[src/rtl/sipo_packer.sv]
// Serial-in, parallel-out packer: gathers DEPTH narrow symbols (first symbol in
// the LSBs) into one wide word held in a valid/ready output register.
module sipo_packer #(
    parameter int SIZE_DATA_IN  = 2,
    parameter int SIZE_DATA_OUT = 16,
    parameter int DEPTH         = SIZE_DATA_OUT / SIZE_DATA_IN,
    parameter int SIZE_DEPTH    = $clog2(DEPTH)
) (
    input  logic                     i_clk,
    input  logic                     i_rst_n,
    input  logic                     i_valid,
    input  logic [SIZE_DATA_IN-1:0]  i_data,
    output logic                     o_ready,
    input  logic                     i_flush,
    output logic [SIZE_DATA_OUT-1:0] o_data,
    output logic                     o_valid,
    input  logic                     i_ready,
    output logic [SIZE_DEPTH-1:0]    o_count,
    output logic                     o_done
);

    localparam logic [SIZE_DEPTH-1:0] LAST = SIZE_DEPTH'(DEPTH - 1);

    logic [SIZE_DEPTH-1:0]    r_count;
    logic [SIZE_DATA_OUT-1:0] r_partial;
    logic [SIZE_DATA_OUT-1:0] r_data;
    logic                     r_valid;
    logic                     r_done;

    logic                     w_last;
    logic                     w_accept;
    logic                     w_load;
    logic                     w_drain;
    logic [SIZE_DATA_OUT-1:0] w_word;

    assign w_last   = (r_count == LAST);
    assign o_ready  = ~w_last | ~r_valid | i_ready;
    assign w_accept = i_valid & o_ready & ~i_flush;
    assign w_load   = w_accept & w_last;
    assign w_drain  = r_valid & i_ready;

    // Unwritten partial bits are always zero, so inserting the current symbol
    // into its slot yields the complete word on the last accept.
    always_comb begin
        w_word = r_partial;
        w_word[int'(r_count) * SIZE_DATA_IN +: SIZE_DATA_IN] = i_data;
    end

    always_ff @(posedge i_clk or negedge i_rst_n) begin
        if (!i_rst_n) begin
            r_count   <= '0;
            r_partial <= '0;
        end else if (i_flush) begin
            r_count   <= '0;
            r_partial <= '0;
        end else if (w_load) begin
            r_count   <= '0;
            r_partial <= '0;
        end else if (w_accept) begin
            r_count   <= r_count + 1'b1;
            r_partial <= w_word;
        end
    end

    // Output register is cleared on drain so o_data reads zero while idle.
    always_ff @(posedge i_clk or negedge i_rst_n) begin
        if (!i_rst_n) begin
            r_data  <= '0;
            r_valid <= 1'b0;
            r_done  <= 1'b0;
        end else begin
            r_done <= w_load;
            if (w_load) begin
                r_data  <= w_word;
                r_valid <= 1'b1;
            end else if (w_drain) begin
                r_data  <= '0;
                r_valid <= 1'b0;
            end
        end
    end

    assign o_data  = r_data;
    assign o_valid = r_valid;
    assign o_count = r_count;
    assign o_done  = r_done;

endmodule

[config.mk]
export PLATFORM = sky130hd
export DESIGN_NAME = sipo_packer
export DESIGN_NICKNAME = d
export VERILOG_FILES = /design/src/rtl/sipo_packer.sv
export SDC_FILE = /design/constraint.sdc
export NUM_CORES = 1
export LEC_CHECK = 0
export ABC_AREA = 1
export CORE_ASPECT_RATIO = 0.8
export CORE_MARGIN = 2
export CORE_UTILIZATION = 30
export DETAILED_ROUTE_END_ITERATION = 10
export GPL_ROUTABILITY_DRIVEN = 0
export SYNTH_ARGS = -nofsm -noshare
export SYNTH_HDL_FRONTEND = slang
export SYNTH_SLANG_ARGS = --single-unit
[constraint.sdc]
create_clock -name i_clk -period 1.7 [get_ports i_clk]
set_clock_uncertainty 0.05 [all_clocks]
set_input_delay 0.34 -clock i_clk [delete_from_list [all_inputs] [get_ports i_clk]]
set_output_delay 0.34 -clock i_clk [all_outputs]
set_load 0.02 [all_outputs]
==> impl_metrics.csv, run 1 <==
group,metric,value,unit
final_layout,layout-drive-gt1-share,31.5,%
clock_network,cts-buffers-inserted,5,
critical_path,path_cells,"buf_4, ha_1, ha_4, nand2_2, buf_4",
synth,avgSynthCellArea,8.28,um^2
die,rows,25,
synth,synth_cell_type_count,23,
synth,ys.warnings.count,0,
die,die_x,91.3,um
drt,dr.pass1.iters,4,
critical_path,worstPathRequired,1310,ps
critical_path,cp.arrival,1430,ps
drt,wl,4440,um
grt,grt_util_all_layers,14.5,%
die,initial_core_util,31.0,%
critical_path,path_class,"reg -> out",
synth,synth_area,1830,um^2
drt,wl_per_cell,12.3,um
placed_design,hpwl,3060,um
sta,finalSetupViolations,21,
critical_path,critPathSlowestCell,"dfrtp_2",
placed_design,post-place-ws,-304,ps
die,coreArea,5910,um^2
min_path,min_path_type,"reg -> reg",
outcome,violations,"setup timing",
final_layout,fillers,584,
clock_network,cts_root_buf,"clkbuf_8",
sta,timing.setup.tns,-954,ps
critical_path,rr_startpoint,"o_count[0]$_DFFE_PN0P_",
die,io_pins,29,
sta,final_hold_viol_count,0,
final_layout,multi_input_area,1000,um^2
clock_network,clock_sinks,37,
pwr,power_leakage,1.32,nW
final_layout,diodes,0,
min_path,worstHoldStart,"o_data[2]$_DFFE_PN0P_",
final_layout,utilization,46.0,%
grt,grt_pass1_vias,1669,
sta,slew_headroom,75.5,%
synth,synth_area_leaders,"dfrtp_1 51%, nand2_1 19%, nand3_1 6.8%",
synth,syn-num-nets,233,
clock_network,cts.path.max_buffers,2,
clock_network,cts_tree,"yes",
synth,yosys.area.top_type,"dfrtp_1",
sta,min_period,1820,ps
final_layout,synthToLayoutAreaGrowth,48.6,%
synth,async_reset_ff_share,100,%
synth,syn-instance-count,221,
critical_path,crit_family,"flip-flops",
drt,route.detailed.drc,0,
synth,synth_common_cells,"92 x nand2_1, 37 x dfrtp_1, 25 x nand3_1",
synth,synth_edf_count,0,
critical_path,critPathMaxStageDelay,410,ps
critical_path,start_kind,"register",
pwr,powerDensity,732,nW/um^2
clock_network,clk-insertion-delay-late,280,ps
sta,rsz0062_at_grt,"true",
job,drv_cap,0,
critical_path,path_common_cell,"buf_4",
critical_path,end_kind,"output port",
placed_design,port_buffers,28,
drt,vias_per_cell,4.60,
sta,max_freq,0.549,GHz
synth,synth-seq-cells,37,
final_layout,nNetsFinal,290,
pwr,vdd_drop_max,0.000410,V
synth,synth_top_cell_area_share,50.6,%
outcome,outcome,"complete, but fails checks",
synth,synth_ff_type,"dfrtp_1",
critical_path,crit_path_start,"o_count[1]$_DFFE_PN0P_",
sta,finalCritPeriodShare,107,%
sta,drv_slew,0,
drt,vias,1655,
grt,grt_max_degree,24,
sta,setup_slack,-123,ps
drt,drt_iter0_drc,65,
synth,yosysSeqAreaShare,50.6,%
grt,grt_pass1_wl,7760,um
clock_network,h-tree-depth,2,
sta,worstMarginPinSlew,367,ps
critical_path,crit_buf_inv,2,
clock_network,path_clk_slew,80,ps
grt,antenna_found_initial,0,
grt,overflow,0,
die,die_area,6750,um^2
drt,antenna_left,0,
die,die_h,73.9,um
final_layout,ff_latch_area,928,um^2
synth,synth.most_common_cell,"nand2_1",
critical_path,crit_fanout,3,
==> worst paths after layout <==
kind,to,cells past startpoint,slack [ps]
worst max register to register,r_partial[0]$_DFFE_PN0P_,10,-70
min in group asynchronous,r_partial[4]$_DFFE_PN0P_,2,440
max in group asynchronous,r_partial[0]$_DFFE_PN0P_,3,720
worst max-delay path,o_ready,5,-120
worst min register to register,o_data[2]$_DFFE_PN0P_,2,420
worst min-delay path,o_data[2]$_DFFE_PN0P_,2,420
==> cells in the final DEF, fill, tap and decap left out, types with 2 or more instances in the layout <==
cell type,synthesis,layout
inv_2,6,4
buf_4,1,21
o21ai_1,2,3
buf_6,3,3
nand2_1,92,88
inv_1,7,4
nor2_1,8,2
nand4_1,3,3
clkdlybuf4s50_1,0,21
clkbuf_8,0,7
dfrtp_2,0,2
dlygate4sd2_1,0,2
a21oi_2,0,4
nand3_4,0,3
nor2_4,2,5
nand3_1,25,19
nand2_2,2,5
buf_12,0,2
o21ai_0,10,4
dlymetal6s2s_1,0,2
dfrtp_1,37,35
ha_4,0,4
nor2_2,1,4
nand3_2,2,5
o21ai_2,0,5
o21bai_1,6,5
inv_4,1,4
==> flip-flops by register name, indices dropped and copies added (netlist names) <==
register and cells:
o_count 3, o_data 16, o_done 1, o_valid 1, r_partial 16
==> repair_timing <==
item / CTS / global route
endpoints found under the setup margin: 36 / 36
gates cloned: 1 / 0
resized for setup: 18 / 40
endpoints found under the hold margin: 14 / 0
buffers inserted: 1 / 4
pin swaps: 6 / 15
hold buffers: 1 / 0
==> cells by family (layout without fill, tap and decap cells) <==
logic type | after synthesis | count (layout) | synth area share, %
compound gates | 23 | 23 | 7.18
fa+ha+maj | 5 | 5 | 3.42
buf+inv | 19 | 77 | 5.54
flops | 37 | 37 | 50.6
simple gates | 137 | 137 | 33.3
==> metrics by stage <==
stage / total power, mW / hold WS, ps / instance area [um^2] / std cells
detailed placement: 1.26 / 229 / 2410 / 345
global route: 2.08 / 452 / 2720 / 360
global placement: 1.25 / 228 / 2410 / 345
floorplan: 1.11 / -5.59 / 1900 / 221
finish: 1.99 / 424 / 2720 / 360
CTS: 1.96 / 432 / 2560 / 356
==> power by group <==
group          leakage (nW)  switching [mW]  internal (mW)
Combinational         0.753           0.234          0.183
Clock                0.0542           0.305          0.367
Sequential            0.512         0.00908          0.892
Total                  1.32           0.548           1.44
==> area by class of cell <==
class,instances,share of cell area (%)
inverters,14,2.67
multi-input cells,165,36.9
clock buffers,7,3.54
flip-flops and latches,37,34.1
repair inverters,1,0.276
repair buffers,54,18.5
clock inverters,1,0.184
well taps,81,3.73
==> worst min-delay path: cells and delay by family, from the launching register on <==
family | cells | cell delay (ps)
flops | 1 | 350
simple gates | 2 | 90
==> routing by layer <==
layer | share of wire (%) | GRT usage, % | vias up
met2 | 45 | 23.2 | 33
met3 | 4.0 | 3.38 | 2
li1 | - | - | 837
met5 | 0 | 0 | -
met1 | 51 | 20.5 | 783
met4 | 0.27 | 2.02 | 0
Power figures use the tool's default switching activity.
==> inputs of run 2 (changes only) <==
- SETUP_SLACK_MARGIN: unset -> 0.5
- clock period: 1.7 -> 2.35 ns (I/O delays scaled with it)
==> impl_metrics.csv, run 2 (synthesized netlist as in run 1, its figures left out) <==
group,metric,value,unit
grt,grt_util_all_layers,13.4,%
pwr,power_leakage,1.20,nW
die,die_x,91.3,um
final_layout,final_cells,342,
clock_network,clock_sinks,37,
sta,setup_slack,462,ps
die,die_area,6750,um^2
sta,worstMarginPinSlew,476,ps
grt,overflow,0,
drt,wl,4150,um
grt,grt_pass1_vias,1470,
sta,finalCritPeriodShare,80.3,%
placed_design,hpwl,2810,um
pwr,powerDensity,551,nW/um^2
die,die_h,73.9,um
critical_path,critPathMaxStageDelay,440,ps
placed_design,dp.cells,328,
critical_path,critPathSlowestCell,"dfrtp_2",
pwr,fin_total_pwr,1.32,mW
die,initial_core_util,31.0,%
final_layout,layout_common_cells,"92 x nand2_1, 36 x dfrtp_1, 25 x nand3_1",
final_layout,synthToLayoutAreaGrowth,30.9,%
drt,route.detailed.drc,0,
final_layout,diodes,0,
critical_path,path_cells,"ha_1, ha_2, nand2_1, buf_4",
clock_network,path_clk_slew,70,ps
placed_design,port_buffers,28,
pwr,vdd_drop_max,0.000289,V
critical_path,reg2reg_depth,10,
sta,whs,160,ps
drt,drt_iter0_drc,79,
final_layout,final_common_cell,"nand2_1",
critical_path,cp.arrival,1370,ps
placed_design,post-place-ws,49.3,ps
outcome,outcome,"finished clean",
critical_path,crit_fanout,4,
sta,finalSetupViolations,0,
clock_network,cts_root_buf,"clkbuf_8",
sta,slew_headroom,68.2,%
job,drv_cap,0,
grt,grt_pass1_wl,7190,um
drt,dr.pass1.iters,4,
final_layout,nNetsFinal,273,
clock_network,clk-insertion-delay-late,290,ps
clock_network,cts-buffers-inserted,5,
critical_path,worstPathRequired,1830,ps
final_layout,utilization,40.5,%
sta,min_period,1890,ps
placed_design,placed_area,2180,um^2
drt,vias_per_cell,4.59,
drt,antenna_left,0,
die,coreArea,5910,um^2
die,io_pins,29,
drt,vias,1569,
sta,drv_slew,0,
grt,antenna_found_initial,0,
sta,rsz0062_at_grt,"true",
sta,timing.setup.tns,0,ps
sta,final_hold_viol_count,0,
min_path,min_path_type,"in -> async",
critical_path,end_kind,"output port",
die,rows,25,
drt,wl_per_cell,12.1,um
clock_network,cts_tree,"yes",
clock_network,ctsHoldBuffers,0,
grt,grt_max_degree,38,
final_layout,layout-drive-gt1-share,16.9,%
clock_network,h-tree-depth,2,
final_layout,fillers,599,
sta,max_freq,0.530,GHz
final_layout,design_area,2400,um^2
clock_network,cts.path.max_buffers,2,
critical_path,start_kind,"register",
critical_path,path_class,"reg -> out",
run 2: area by class of cell:
cell class,instances,area [um^2],share of cell area [%]
Multi-Input combinational cell,165,862,36.0
Sequential cell,37,927,38.7
Inverter,14,62.6,2.61
Timing Repair Buffer,38,357,14.9
Tap cell,81,101,4.23
Clock buffer,7,86.3,3.60
run 2: what timing repair did:
action	CTS	global route
gates resized for setup	12	18
pin swaps	0	4
setup endpoints to repair	34	35
setup buffers	1	6
run 2: critical path, delay by kind of cell (launching register included):
family	cells	cell delay, ps
adder cells (fa/ha/maj)	2	410
AND/OR/NAND/NOR	1	90
flip-flops	1	440
buffers and inverters	1	140
run 2: final timing paths:
kind | to | slack, ps | start
setup reg to reg | o_data[2]$_DFFE_PN0P_ | 600 | o_count[0]$_DFFE_PN0P_
min in group i_clk | r_partial[5]$_DFFE_PN0P_ | 420 | r_partial[5]$_DFFE_PN0P_
hold reg to reg | r_partial[5]$_DFFE_PN0P_ | 420 | r_partial[5]$_DFFE_PN0P_
hold / removal | o_data[13]$_DFFE_PN0P_ | 160 | i_rst_n
max in group asynchronous | o_count[0]$_DFFE_PN0P_ | 1730 | i_rst_n
setup / recovery | o_ready | 460 | o_count[0]$_DFFE_PN0P_
run 2: power by group:
part           leakage (nW)  switching [mW]  internal (mW)
sequential            0.514         0.00734          0.646
clock                0.0443           0.215          0.233
combinational         0.646           0.132         0.0870
total                  1.20           0.355          0.965
run 2: per-layer routing:
| metal | GRT usage (%) | part of all wire (%) | up-vias |
|---|---|---|---|
| met2 | 19.6 | 43 | 36 |
| met1 | 19.5 | 51 | 733 |
| met5 | 0 | 0 | - |
| met3 | 3.38 | 4.6 | 6 |
| li1 | - | - | 794 |
| met4 | 4.04 | 1.3 | 0 |
==> inputs of run 3 (changes only) <==
- clock period: 2.35 -> 1.7 ns (I/O delays scaled with it)
==> impl_metrics.csv, run 3 (synthesized netlist as in run 1, its figures left out) <==
group,metric,value,unit
drt,vias,1708,
die,rows,25,
drt,dr.pass1.iters,4,
final_layout,nNetsFinal,301,
grt,overflow,0,
sta,slew_headroom,68.5,%
critical_path,reg2reg_depth,10,
grt,antenna_found_initial,0,
die,die_area,6750,um^2
die,die_h,73.9,um
critical_path,r2r_end,"o_data[5]$_DFFE_PN0P_",
critical_path,cp-endpoint,"o_data[5]$_DFFE_PN0P_",
placed_design,post-place-ws,-337,ps
critical_path,path_class,"reg -> reg",
clock_network,cts-buffers-inserted,5,
outcome,outcome,"complete, but fails checks",
die,coreArea,5910,um^2
grt,grt_max_degree,38,
pwr,fin_total_pwr,1.91,mW
outcome,violations,"setup timing",
sta,max_freq,0.577,GHz
die,die_x,91.3,um
sta,setup_slack,-34.3,ps
die,io_pins,29,
clock_network,cts_root_buf,"clkbuf_8",
pwr,pwr-share-clk,30.6,%
clock_network,ctsHoldBuffers,0,
drt,antenna_left,0,
sta,worstMarginPinSlew,472,ps
final_layout,layout_common_cells,"89 x nand2_1, 34 x dfrtp_1, 30 x buf_4",
sta,finalSetupViolations,11,
sta,finalCritPeriodShare,102,%
sta,min_period,1730,ps
critical_path,end_kind,"register",
pwr,seq_power_share,47.1,%
placed_design,dp.cells,344,
critical_path,start_kind,"register",
pwr,powerDensity,685,nW/um^2
sta,timing.setup.tns,-193,ps
pwr,p_int,1.37,mW
clock_network,clk-insertion-delay-late,280,ps
drt,wl,4510,um
final_layout,final_cells,371,
drt,route.detailed.drc,0,
grt,grt_util_all_layers,14.5,%
die,initial_core_util,31.0,%
critical_path,ff2ff_setup_slack,-30,ps
pwr,vdd_drop_max,0.000524,V
drt,drt_iter0_drc,47,
final_layout,final_common_cell,"nand2_1",
final_layout,diodes,0,
clock_network,cts.path.max_buffers,2,
critical_path,crit_fanout,3,
grt,grt_pass1_vias,1723,
pwr,switching_share,28.4,%
sta,whs,34.8,ps
clock_network,cts_tree,"yes",
final_layout,layout-drive-gt1-share,40.3,%
drt,vias_per_cell,4.60,
final_layout,synthToLayoutAreaGrowth,52.6,%
placed_design,port_buffers,28,
critical_path,cp.arrival,1860,ps
critical_path,crit_path_start,"o_count[1]$_DFFE_PN0P_",
clock_network,path_clk_slew,70,ps
min_path,min_path_type,"in -> async",
critical_path,worstPathRequired,1820,ps
sta,final_hold_viol_count,0,
sta,drv_slew,0,
grt,grt_pass1_wl,7810,um
job,drv_cap,0,
drt,wl_per_cell,12.2,um
critical_path,rr_startpoint,"o_count[1]$_DFFE_PN0P_",
clock_network,h-tree-depth,2,
clock_network,clock_sinks,37,
placed_design,hpwl,2990,um
pwr,power_leakage,1.39,nW
pwr,p_sw,0.542,mW
pwr,pwr-share-comb,22.3,%
sta,rsz0062_at_grt,"true",
==> run 3: cell count changes in the layout (fill, tap and decap cells not counted), sizes merged <==
| cell | before | now |
|---|---|---|
| buf | 12 | 60 |
| clkinv | 1 | 2 |
| clkdlybuf4s50 | 24 | 5 |
| clkbuf | 7 | 6 |
| dlymetal6s2s | 2 | 0 |
| inv | 13 | 14 |
| clkinvlp | 0 | 1 |
==> run 3: area by class of cell <==
class / count / area (um^2)
Inverter: 14 / 72.6
Fill cell: 554 / 3120
Clock buffer: 6 / 72.6
Multi-Input combinational cell: 165 / 981
Timing Repair Buffer: 65 / 619
Tap cell: 81 / 101
Timing Repair inverter: 1 / 7.51
Clock inverter: 2 / 10.0
Sequential cell: 37 / 930
==> run 3: stage by stage <==
| stage | instance area (um^2) | util, % |
|---|---|---|
| 3_5_place_dp | 2420 | 40.9 |
| 2_1_floorplan | 1940 | - |
| 5_1_grt | 2790 | 47.3 |
| 3_3_place_gp | 2420 | 40.9 |
| 4_1_cts | 2680 | 45.3 |
| 6_report | 2790 | 47.3 |
==> run 3: how the worst min path moves through the flow <==
stage | endpoint | slack [ps] | depth (start not counted) | start
6_report | o_data[7]$_DFFE_PN0P_ | 30 | 2 | i_rst_n
5_1_grt | o_data[7]$_DFFE_PN0P_ | 80 | 2 | i_rst_n
4_1_cts | o_count[2]$_DFFE_PN0P_ | 60 | 2 | i_rst_n
3_5_place_dp | o_data[12]$_DFFE_PN0P_ | 370 | 2 | i_rst_n
3_3_place_gp | o_data[12]$_DFFE_PN0P_ | 370 | 2 | i_rst_n
2_1_floorplan | o_count[0]$_DFFE_PN0P_ | -6 | 0 | i_rst_n
==> run 3: power groups by stage <==
stage | sequential (mW) | combinational, mW | clock [mW]
6_report | 0.901 | 0.426 | 0.585
5_1_grt | 0.902 | 0.460 | 0.656
4_1_cts | 0.901 | 0.391 | 0.619
3_5_place_dp | 0.917 | 0.345 | 0
3_3_place_gp | 0.916 | 0.342 | 0
2_1_floorplan | 0.928 | 0.185 | 0
==> run 3: routing by layer <==
layer | vias up | global-route usage [%] | routed length [um]
met4 | 0 | 3.54 | 17
met3 | 2 | 3.38 | 184
met5 | - | 0 | 0
li1 | 852 | - | -
met2 | 32 | 24.4 | 2090
met1 | 822 | 19.1 | 2220
==> run 3: critical path, stage by stage (launching register included) <==
cell and delay (ps):
dfrtp_2 410, buf_6 120, inv_4 50, ha_4 150
ha_4 180, clkinvlp_4 130, buf_4 160, nand3_2 100
nand3_1 110, nand3_1 110, nand2_1 60
==> run 3: repair_timing <==
action / CTS / global route
setup endpoints to repair: 59 / 59
cloned: 1 / 0
pin swaps: 15 / 14
resized for setup: 155 / 14
setup buffers: 9 / 9
